File: src/rtl/imem_loader.sv
// Instruction-memory loader: streams words from a source into IMEM, then releases the CPU.
// Latency: one cycle from an acked input word to the IMEM write; one cycle from start to syn.
// Flow: the source is paced by syn/ack; a stalled source is cut off after TIMEOUT idle cycles.
module imem_loader #(
  parameter int IWIDTH  = 32,
  parameter int AWIDTH  = 8,
  parameter int MAXW    = 128,
  parameter int TIMEOUT = 16
) (
  input  logic              ld_clk,
  input  logic              ld_rst,
  input  logic              ld_i_start,
  input  logic [IWIDTH-1:0] ld_i_instr,
  input  logic              ld_i_ack,
  input  logic              ld_i_last,
  output logic              ld_o_syn,
  output logic              ld_o_we,
  output logic [AWIDTH-1:0] ld_o_addr,
  output logic [IWIDTH-1:0] ld_o_data,
  output logic [AWIDTH:0]   ld_o_count,
  output logic              ld_o_run,
  output logic              ld_o_done,
  output logic              ld_o_err
);

  // Wide enough to hold TIMEOUT-1 for any TIMEOUT >= 1.
  localparam int TW = $clog2(TIMEOUT + 1);

  typedef enum logic [1:0] {IDLE, LOAD, DONE, ERR} state_t;

  state_t            state, state_nxt;
  logic [TW-1:0]     tmo, tmo_nxt;
  logic              syn_nxt, we_nxt, run_nxt, done_nxt, err_nxt;
  logic [AWIDTH-1:0] addr_nxt;
  logic [IWIDTH-1:0] data_nxt;
  logic [AWIDTH:0]   count_nxt;

  // Next-state and next-output logic; every output is computed here and registered below.
  always_comb begin
    state_nxt = state;
    tmo_nxt   = tmo;
    syn_nxt   = ld_o_syn;
    we_nxt    = 1'b0;
    addr_nxt  = ld_o_addr;
    data_nxt  = ld_o_data;
    count_nxt = ld_o_count;
    run_nxt   = ld_o_run;
    done_nxt  = ld_o_done;
    err_nxt   = ld_o_err;
    case (state)
      LOAD: begin
        // start is deliberately ignored while a load is in flight
        if (ld_i_ack) begin
          we_nxt    = 1'b1;
          addr_nxt  = ld_o_count[AWIDTH-1:0];
          data_nxt  = ld_i_instr;
          count_nxt = ld_o_count + (AWIDTH+1)'(1);
          tmo_nxt   = '0;
          if (ld_i_last) begin
            state_nxt = DONE;
            syn_nxt   = 1'b0;
            done_nxt  = 1'b1;
            run_nxt   = 1'b1;
          end else if (ld_o_count == (AWIDTH+1)'(MAXW-1)) begin
            // memory full and the source still has more: overflow
            state_nxt = ERR;
            syn_nxt   = 1'b0;
            err_nxt   = 1'b1;
          end
        end else if (tmo == TW'(TIMEOUT-1)) begin
          state_nxt = ERR;
          syn_nxt   = 1'b0;
          err_nxt   = 1'b1;
        end else begin
          tmo_nxt = tmo + TW'(1);
        end
      end
      default: begin
        // IDLE, DONE, ERR: status holds until a new start; stray ack/last are ignored
        if (ld_i_start) begin
          state_nxt = LOAD;
          syn_nxt   = 1'b1;
          count_nxt = '0;
          run_nxt   = 1'b0;
          done_nxt  = 1'b0;
          err_nxt   = 1'b0;
          tmo_nxt   = '0;
        end
      end
    endcase
  end

  // State and output registers with synchronous active-low reset.
  always_ff @(posedge ld_clk) begin
    if (!ld_rst) begin
      state      <= IDLE;
      tmo        <= '0;
      ld_o_syn   <= 1'b0;
      ld_o_we    <= 1'b0;
      ld_o_addr  <= '0;
      ld_o_data  <= '0;
      ld_o_count <= '0;
      ld_o_run   <= 1'b0;
      ld_o_done  <= 1'b0;
      ld_o_err   <= 1'b0;
    end else begin
      state      <= state_nxt;
      tmo        <= tmo_nxt;
      ld_o_syn   <= syn_nxt;
      ld_o_we    <= we_nxt;
      ld_o_addr  <= addr_nxt;
      ld_o_data  <= data_nxt;
      ld_o_count <= count_nxt;
      ld_o_run   <= run_nxt;
      ld_o_done  <= done_nxt;
      ld_o_err   <= err_nxt;
    end
  end

endmodule

File: config.mk
export PLATFORM = sky130hd
export DESIGN_NAME = imem_loader
export DESIGN_NICKNAME = d
export VERILOG_FILES = /design/src/rtl/imem_loader.sv
export SDC_FILE = /design/constraint.sdc
export NUM_CORES = 1
export LEC_CHECK = 0
export ABC_AREA = 0
export BUFFER_PORTS_ARGS = -buffer_cell sky130_fd_sc_hd__buf_4
export CORE_MARGIN = 2
export CORE_UTILIZATION = 47
export CTS_BUF_LIST = sky130_fd_sc_hd__clkbuf_8
export DETAILED_ROUTE_END_ITERATION = 7
export GPL_TIMING_DRIVEN = 0
export MAX_ROUTING_LAYER = met4
export PLACE_DENSITY = 0.77
export SLEW_MARGIN = 20
export SYNTH_ARGS = -nofsm -noshare
export SYNTH_HDL_FRONTEND = slang
export SYNTH_SLANG_ARGS = --single-unit
File: constraint.sdc
create_clock -name ld_clk -period 2.52 [get_ports ld_clk]
set_clock_uncertainty 0.1 [all_clocks]
set_input_delay 0.126 -clock ld_clk [delete_from_list [all_inputs] [get_ports ld_clk]]
set_output_delay 0.126 -clock ld_clk [all_outputs]
set_load 0.05 [all_outputs]
-- Yosys cells after proc, flatten, opt, wreduce, memory -nomap -nowiden
Cells that the tools add are included.
- mux-type cells: 29
- $add $sub $neg: 2
- equality and inequality tests: 10
- reduce and logical (&&, ||, !) cells: 8
- operators with widths (kind ; count):
    9-bit 2-to-1 mux ; 3
    5-bit 2-to-1 mux ; 4
    1-bit 2-to-1 mux ; 16
    2-bit 2-to-1 mux ; 6
    3-bit != test, second input constant ; 4
    9-bit by 1-bit adder with 9-bit output, second input constant ; 1
    9-bit by 7-bit == test with 1-bit output, second input constant ; 1
    2-bit AND reduction ; 4
    3-bit AND reduction ; 2
    5-bit by 1-bit adder with 5-bit output, second input constant ; 1
    5-bit by 4-bit == test with 1-bit output, second input constant ; 1
    2-bit != test, second input constant ; 2
    4-bit != test, second input constant ; 1
    4-bit AND reduction ; 1
    2-bit by 1-bit == test with 1-bit output, second input constant ; 1
    2-bit nonzero test ; 1
- word-level logic and storage cells: 58
- bits of input ports: 37
- output and inout port bits: 54
- register bits: 60

-- Depth between registers and ports, before layout
Gate-level depths: netlist of the first run.
- depth in word-level cells: 5
- gate-level depth with buffers: 7
- gate-level depth less buffers: 7

-- Least setup slack after synthesis of the first run
No wires, ideal clock.
- kind: reg2reg
- from: reg ld_o_count[0]
- to: reg ld_o_syn
- arrival time: 2.057 ns
- slack: 0.291 ns
- stages on the path, launching flop included: 6
- data required time: 2.348 ns
- setup time: 0.072 ns
- cells stage by stage: dfxtp_1 > ha_1 > and4_1 > nand4_1 > a222oi_1 > mux2i_1
- longest elaborated chain between the ends: 3
- RTL lines (what ; line ; RTL):
    start: declaration ; 20 ; output logic [AWIDTH:0] ld_o_count,
    start signal: assignment ; 113 ; ld_o_count <= count_nxt;
    9-bit by 7-bit == test with 1-bit output ; 64 ; end else if (ld_o_count == (AWIDTH+1)'(MAXW-1)) begin
    4-bit != test (no source line) ; -- ;
    3-bit AND reduction (no source line) ; -- ;
    end signal: assignment ; 109 ; ld_o_syn <= syn_nxt;
    end: declaration ; 16 ; output logic ld_o_syn,
Every way passes these cells.
A chain may end at the register's enable or synchronous reset.

-- Worst setup path in the final report of the first run
Same ends and word-level chain as after synthesis.

==> flow_summary.json, run 1 <==
{
  "cts_inserted_buffers": 9,
  "rows": 25,
  "core_um2": 4750,
  "outcome": "finished clean",
  "synth_top_area_frac": 0.514,
  "viasPerCell": 5.13,
  "cts_setup_buffers": 0,
  "hold_violations": 0,
  "dieHeight_um": 74.5,
  "synth-main-ff-cell": "dfxtp_1",
  "postSynthCellCount": 286,
  "cts_hold_buf": 33,
  "synth_seq_cells": 60,
  "place_worst_setup_slack_ns": 0.348,
  "area_growth_pct": 56.4,
  "cp.depth": 5,
  "drive_gt1_frac": 0.262,
  "fin_nets": 459,
  "die_w_um": 74.5,
  "fin_setup_tns_ns": 0,
  "tightest_slew_ns": 0.756,
  "grt_pass1_vias": 2240,
  "start_util": 0.492,
  "path_cells": "ha_1, and4_1, nand4_1, a222oi_1, mux2i_1",
  "fp.dieArea_um2": 5550,
  "setup_ws_ns": 0.349,
  "h-tree-depth": 3,
  "start_kind": "flip-flop",
  "synth_top_area_cell": "dfxtp_1",
  "top_level_ports": 91,
  "ys_types": 40,
  "min_path_type": "input port to flip-flop",
  "syn_area_um2": 2340,
  "period_needed_ns": 2.17,
  "power_mw": 2.52,
  "drc": 0,
  "crit_path_start": "ld_o_count[0]$_SDFFE_PN0P_",
  "critPathBufInv": 0,
  "slew_viol_final": 0,
  "synth_edf_count": 0,
  "ys_async_sr_fraction": 0,
  "cts_sinks": 60,
  "critical_path_required_ns": 2.69,
  "dr_total_vias": 2519,
  "cts.clk_slew.worst_paths_ns": 0.06,
  "drtIter0Drc": 125,
  "worst-r2r-cell-count": 5,
  "track_usage": 0.256,
  "firstDrtPassIters": 5,
  "synth.top_cells.by_count": "88 x nand2_1, 60 x dfxtp_1, 53 x a21oi_1",
  "grt_setup_unrepaired": "false",
  "wirelength_um": 6830,
  "setup.worst_path.end": "ld_o_syn$_SDFFE_PN0P_",
  "syn_area_per_cell_um2": 8.17,
  "antenna_found_initial": 0,
  "ant_nets": 0,
  "r2r-start": "ld_o_count[0]$_SDFFE_PN0P_",
  "yosys-top-cells-area": "dfxtp_1 51%, nand2_1 14%, a21oi_1 11%",
  "grt-ovfl-total": 0,
  "synth_most_common_cell": "nand2_1",
  "clock_latency_ns": 0.34,
  "postCtsResizedCells": 0,
  "setup_viol": 0,
  "fin_crit_sh": 0.861,
  "r2r_slack_ns": 0.35,
  "relSlewSlack": 0.496,
  "crit_fanout": 7,
  "place_congestion": 0.806,
  "critPathTopFamily": "compound AO/OA/AOI/OAI gates",
  "worstSetupPathType": "flip-flop to flip-flop",
  "worst_ir_drop_vdd_mv": 0.558,
  "cts_tree": "yes",
  "leakage_nw": 1.54,
  "dp_hpwl_um": 4160,
  "n_antenna_cell": 0,
  "mappedNetlistNets": 326,
  "min-delay-start": "ld_i_start",
  "p_per_area_nw_per_um2": 688,
  "clock_path_buffers": 2,
  "root_buffer": "clkbuf_8",
  "cpMaxStageDelayCell": "a222oi_1",
  "grt_max_degree": 11,
  "drv_cap": 0,
  "cp_slowest_stage_delay_ns": 0.68,
  "grt_first_pass_wirelength_um": 10300,
  "seq_area_frac_synth": 0.514,
  "port_buffers": 89,
  "wire_per_inst_um": 13.9,
  "crit_path_end_kind": "flip-flop",
  "r2r-end": "ld_o_syn$_SDFFE_PN0P_",
  "yosysWarnings": 0,
  "critPathArrivalTime_ns": 2.34,
  "timing.fmax_mhz": 461
}
-- flip-flops by register name, summed over array words and instances, names as in the netlist --
signal	count
ld_o_addr	8
ld_o_count	9
ld_o_data	32
ld_o_done	1
ld_o_err	1
ld_o_syn	1
ld_o_we	1
state	2
tmo	5
-- stage by stage --
| stage | hold slack [ns] | utilization | area (um^2) | cells |
|---|---|---|---|---|
| 2_1_floorplan | 0.162 | - | 2340 | 286 |
| 3_3_place_gp | 0.273 | 0.650 | 3090 | 442 |
| 3_5_place_dp | 0.284 | 0.650 | 3090 | 442 |
| 4_1_cts | 0.00569 | 0.769 | 3660 | 491 |
| 5_1_grt | 0.0286 | 0.769 | 3660 | 491 |
| 6_report | 0.0237 | 0.769 | 3660 | 491 |
-- worst min path at each step --
stage | depth (start not counted) | slack (ns) | to
4_1_cts | 3 | 0.006 | ld_o_done$_SDFFE_PN0P_
3_3_place_gp | 3 | 0.27 | ld_o_data[30]$_SDFFE_PN0P_
2_1_floorplan | 2 | 0.16 | ld_o_data[26]$_SDFFE_PN0P_
3_5_place_dp | 3 | 0.28 | ld_o_data[19]$_SDFFE_PN0P_
5_1_grt | 3 | 0.03 | ld_o_done$_SDFFE_PN0P_
6_report | 3 | 0.02 | ld_o_done$_SDFFE_PN0P_
-- tightest hold or removal path: cells and delay by family --
kind                   cells  cell delay, ns
AO/OA/AOI/OAI              2            0.18
buffers and inverters      1            0.11
-- cell type report --
class                           instances  area, um^2
Fill cell                             345        1100
Timing Repair Buffer                  122         998
Clock buffer                           12         165
Inverter                                7        26.3
Tap cell                               67        83.8
Clock inverter                          4        71.3
Sequential cell                        60        1200
Multi-Input combinational cell        201        1020
Buffer                                 18        90.1
-- per-layer routing --
layer,global-route usage,routed length [um]
met1,0.300,2850
met2,0.396,3400
met3,0.0556,329
met4,0.161,244
met5,-,0
-- where the power goes --
group / total, mW / switching, mW / internal (mW)
registers: 1.02 / 0.0298 / 0.993
clock network: 1.01 / 0.379 / 0.634
logic: 0.481 / 0.301 / 0.180
total: 2.52 / 0.710 / 1.81
-- cells in the final DEF (no fill, tap or decap), types with 3 or more instances in the layout --
cell,instances
nor2_1,11
clkbuf_1,7
buf_1,6
dlygate4sd3_1,33
nand2_1,88
ha_1,3
o31ai_1,5
a21oi_1,53
dfxtp_1,60
buf_4,90
nand3_1,4
inv_1,8
clkbuf_8,13
or4_1,5
-- logic make-up after synthesis --
| kind of cell | Yosys count | synth area share |
|---|---|---|
| AOI/OAI and AO/OA | 70 | 0.171 |
| adders and majority gates | 3 | 0.0161 |
| xor gates and xnor gates | 2 | 0.00750 |
| and+or+nand+nor | 124 | 0.233 |
| DFF | 60 | 0.514 |
| muxes | 2 | 0.00857 |
| buffers and inverters | 25 | 0.0498 |
No activity file was read; power rests on OpenSTA's default activity.
==> run 2: changes to the inputs <==
CTS_BUF_LIST = sky130_fd_sc_hd__clkbuf_4   (was sky130_fd_sc_hd__clkbuf_8)
==> flow_summary.json, run 2 (synthesis gave the netlist of run 1 again) <==
{
  "outcome": "finished clean",
  "clock_path_buffers": 2,
  "finish.instance_area_um2": 3580,
  "top_register": "ld_o_data",
  "h-tree-depth": 3,
  "cts_setup_buffers": 0,
  "crit_fanout": 7,
  "period_needed_ns": 2.19,
  "cts_inserted_buffers": 9,
  "dp_hpwl_um": 4160,
  "wirelength_um": 6680,
  "setup_viol": 0,
  "cts_tree": "yes",
  "top_level_ports": 91,
  "setup_ws_ns": 0.330,
  "area_growth_pct": 53.3,
  "drive_gt1_frac": 0.256,
  "place_congestion": 0.806,
  "whs_ns": 0.00776,
  "multiInputGateArea_um2": 1020,
  "drv_cap": 0,
  "dieHeight_um": 74.5,
  "grt-ovfl-total": 0,
  "r2r_slack_ns": 0.33,
  "n_antenna_cell": 0,
  "fp.dieArea_um2": 5550,
  "fin_setup_tns_ns": 0,
  "start_kind": "flip-flop",
  "die_w_um": 74.5,
  "clock_latency_ns": 0.39,
  "track_usage": 0.251,
  "viasPerCell": 5.03,
  "cts.clk_slew.worst_paths_ns": 0.09,
  "grt_first_pass_wirelength_um": 10200,
  "root_buffer": "clkbuf_4",
  "placedCellCount": 442,
  "worst_ir_drop_vdd_mv": 0.481,
  "tightest_slew_ns": 0.761,
  "dr_total_vias": 2477,
  "drtIter0Drc": 114,
  "final_common_cell": "buf_4",
  "grt_max_degree": 11,
  "drc": 0,
  "slew_viol_final": 0,
  "start_util": 0.492,
  "hold_violations": 0,
  "critPathArrivalTime_ns": 2.41,
  "postCtsResizedCells": 0,
  "rows": 25,
  "critical_path_required_ns": 2.74,
  "p_per_area_nw_per_um2": 629,
  "place_worst_setup_slack_ns": 0.348,
  "regArea_um2": 1200,
  "cts_sinks": 60,
  "fin_crit_sh": 0.869,
  "fillCellCount": 358,
  "ant_nets": 0,
  "timing.fmax_mhz": 457,
  "min_path_type": "input port to flip-flop",
  "core_um2": 4750,
  "worstSetupPathType": "flip-flop to flip-flop",
  "largest_reg_flops": 32,
  "reg_top3": "ld_o_data: 32 flops, ld_o_count: 9 flops, ld_o_addr: 8 flops",
  "final_cell_mix": "90 x buf_4, 88 x nand2_1, 60 x dfxtp_1",
  "antenna_found_initial": 0,
  "final_cells": 492,
  "port_buffers": 89,
  "grt_pass1_vias": 2208,
  "grt_setup_unrepaired": "false",
  "wire_per_inst_um": 13.6,
  "dpl_cell_area_um2": 3090,
  "firstDrtPassIters": 4,
  "fin_nets": 460,
  "leakage_nw": 1.50,
  "crit_path_end_kind": "flip-flop",
  "relSlewSlack": 0.493
}
[run 2: per-layer routing]
layer  global-route usage  up-vias  wire, um  share of wire
met3               0.0583       17       380          0.057
met4                0.117        0       161          0.024
met5                    -        -         0              0
met2                0.411       74      3420           0.51
li1                     -     1238         -              -
met1                0.291     1148      2720           0.41
[run 2: stage by stage]
stage / utilization / power (mW)
2_1_floorplan: - / 1.32
3_3_place_gp: 0.650 / 1.47
3_5_place_dp: 0.650 / 1.47
4_1_cts: 0.754 / 2.26
5_1_grt: 0.754 / 2.34
6_report: 0.754 / 2.25
[run 2: final cells by class]
cell class,instances,area share
timing repair buffer,123,0.281
tap,67,0.0234
clock inverter,6,0.0220
clock buffer,10,0.0209
buffer,18,0.0251
sequential,60,0.335
multi-input combinational,201,0.285
inverter,7,0.00733
[run 2: final timing paths]
check,startpoint,depth (start not counted),to
worst max-delay path,ld_o_count[0]$_SDFFE_PN0P_,5,ld_o_syn$_SDFFE_PN0P_
worst min-delay path,ld_i_ack,4,tmo[1]$_SDFFE_PN0P_
worst max register to register,ld_o_count[0]$_SDFFE_PN0P_,5,ld_o_syn$_SDFFE_PN0P_
worst min register to register,ld_o_addr[4]$_SDFFE_PN0P_,2,ld_o_addr[4]$_SDFFE_PN0P_
[run 2: power by group]
part | internal, mW | total (mW) | switching [mW]
Combinational | 0.181 | 0.480 | 0.299
Clock | 0.404 | 0.752 | 0.348
Sequential | 0.992 | 1.02 | 0.0292
[run 2: what timing repair did]
item                                    4_1_cts  5_1_grt
hold buffers                                 34        0
hold endpoints to repair                     35        0
endpoints found under the setup margin        0        0
[run 2: worst max-delay path, stage by stage, from the launching register on]
cell	delay, ns
dfxtp_1	0.47
ha_1	0.24
and4_1	0.24
nand4_1	0.14
a222oi_1	0.68
mux2i_1	0.25
==> run 3: changes to the inputs <==
PLACE_DENSITY = 0.8   (was 0.77)
==> flow_summary.json, run 3 (synthesis gave the netlist of run 1 again) <==
{
  "outcome": "finished clean",
  "r2r-start": "ld_o_count[1]$_SDFFE_PN0P_",
  "tightest_slew_ns": 0.683,
  "crit_path_end_kind": "flip-flop",
  "placedCellCount": 442,
  "p_comb_frac": 0.224,
  "p_per_area_nw_per_um2": 602,
  "rows": 25,
  "final_cell_mix": "90 x buf_4, 88 x nand2_1, 60 x dfxtp_1",
  "r2r_slack_ns": 0.35,
  "reg_top3": "ld_o_data: 32 flops, ld_o_count: 9 flops, ld_o_addr: 8 flops",
  "dr_total_vias": 2496,
  "final_cells": 493,
  "slew_viol_final": 0,
  "place_worst_setup_slack_ns": 0.382,
  "start_kind": "flip-flop",
  "cts.clk_slew.worst_paths_ns": 0.10,
  "cts_tree": "yes",
  "cts_setup_buffers": 0,
  "grt_max_degree": 11,
  "top_level_ports": 91,
  "cellInternalPower_mw": 1.48,
  "r2r-end": "ld_o_syn$_SDFFE_PN0P_",
  "setup_ws_ns": 0.353,
  "relSlewSlack": 0.545,
  "grt_setup_unrepaired": "false",
  "min_path_type": "input port to flip-flop",
  "grt-ovfl-total": 0,
  "drive_gt1_frac": 0.258,
  "wire_per_inst_um": 13.4,
  "timing.fmax_mhz": 462,
  "crit_fanout": 6,
  "n_antenna_cell": 0,
  "critPathArrivalTime_ns": 2.39,
  "hold_violations": 0,
  "period_needed_ns": 2.17,
  "worst_ir_drop_vdd_mv": 0.412,
  "whs_ns": 0.114,
  "fp.dieArea_um2": 5550,
  "area_growth_pct": 52.7,
  "worstSetupPathType": "flip-flop to flip-flop",
  "cts_inserted_buffers": 9,
  "clock_latency_ns": 0.39,
  "drtIter0Drc": 124,
  "critical_path_required_ns": 2.74,
  "dieHeight_um": 74.5,
  "largest_reg_flops": 32,
  "setup_viol": 0,
  "wirelength_um": 6610,
  "place_congestion": 0.798,
  "die_w_um": 74.5,
  "dp_hpwl_um": 4170,
  "cts_sinks": 60,
  "start_util": 0.492,
  "drc": 0,
  "setup.worst_path.end": "ld_o_syn$_SDFFE_PN0P_",
  "fin_setup_tns_ns": 0,
  "viasPerCell": 5.06,
  "antenna_found_initial": 0,
  "port_buffers": 89,
  "grt_first_pass_wirelength_um": 10500,
  "leakage_nw": 1.50,
  "clock_path_buffers": 2,
  "clkPwrFrac": 0.301,
  "top_register": "ld_o_data",
  "worst-r2r-cell-count": 5,
  "fin_nets": 461,
  "drv_cap": 0,
  "final_common_cell": "buf_4",
  "firstDrtPassIters": 4,
  "swShare": 0.312,
  "fin_crit_sh": 0.860,
  "power_mw": 2.15,
  "grt_pass1_vias": 2322,
  "power_frac_seq": 0.475,
  "h-tree-depth": 3,
  "power.net_switching_mw": 0.671,
  "root_buffer": "clkbuf_4",
  "core_um2": 4750,
  "crit_path_start": "ld_o_count[1]$_SDFFE_PN0P_",
  "ant_nets": 0,
  "track_usage": 0.257
}
-- run 3: power by group through the flow --
stage          Combinational [mW]  Sequential [mW]  Clock, mW
2_1_floorplan               0.148             1.17          0
3_3_place_gp                0.427             1.04          0
3_5_place_dp                0.431             1.04          0
4_1_cts                     0.476             1.02      0.657
5_1_grt                     0.515             1.03      0.699
6_report                    0.481             1.02      0.647
-- run 3: final cells by class --
| class | count | area (um^2) |
|---|---|---|
| Buffer | 18 | 90.1 |
| Clock buffer | 10 | 75.1 |
| Inverter | 7 | 26.3 |
| Tap cell | 67 | 83.8 |
| Timing Repair Buffer | 124 | 1020 |
| Sequential cell | 60 | 1200 |
| Fill cell | 361 | 1180 |
| Clock inverter | 6 | 55.1 |
| Multi-Input combinational cell | 201 | 1020 |
-- run 3: per-stage QoR --
stage               cell area [um^2]   util
global placement                3090  0.650
finish                          3570  0.751
CTS                             3570  0.751
floorplan                       2340      -
detailed placement              3090  0.650
global route                    3570  0.751
-- run 3: routing by layer --
metal | routed length (um) | track usage
met5 | 0 | -
met4 | 251 | 0.149
met3 | 298 | 0.0474
met2 | 3350 | 0.416
met1 | 2710 | 0.299
-- run 3: critical path: stages, from the launching register on --
cell      delay [ns]
dfxtp_1         0.45
ha_1            0.23
and4_1          0.25
nand4_1         0.15
a222oi_1        0.63
mux2i_1         0.27
-- run 3: what timing repair did --
| action | CTS | global route |
|---|---|---|
| endpoints found under the hold margin | 38 | 0 |
| hold buffers | 35 | 0 |
| resized for setup | 0 | 0 |
-- run 3: worst min path at each step --
stage	slack [ns]	cells past startpoint	end	startpoint
6_report	0.11	2	state[0]$_SDFFE_PN0P_	ld_rst
5_1_grt	0.15	2	state[0]$_SDFFE_PN0P_	ld_rst
4_1_cts	0.11	2	state[0]$_SDFFE_PN0P_	ld_rst
3_5_place_dp	0.28	3	ld_o_data[14]$_SDFFE_PN0P_	ld_i_instr[14]
3_3_place_gp	0.27	3	ld_o_data[29]$_SDFFE_PN0P_	ld_i_instr[29]
2_1_floorplan	0.16	2	ld_o_data[26]$_SDFFE_PN0P_	ld_i_instr[26]
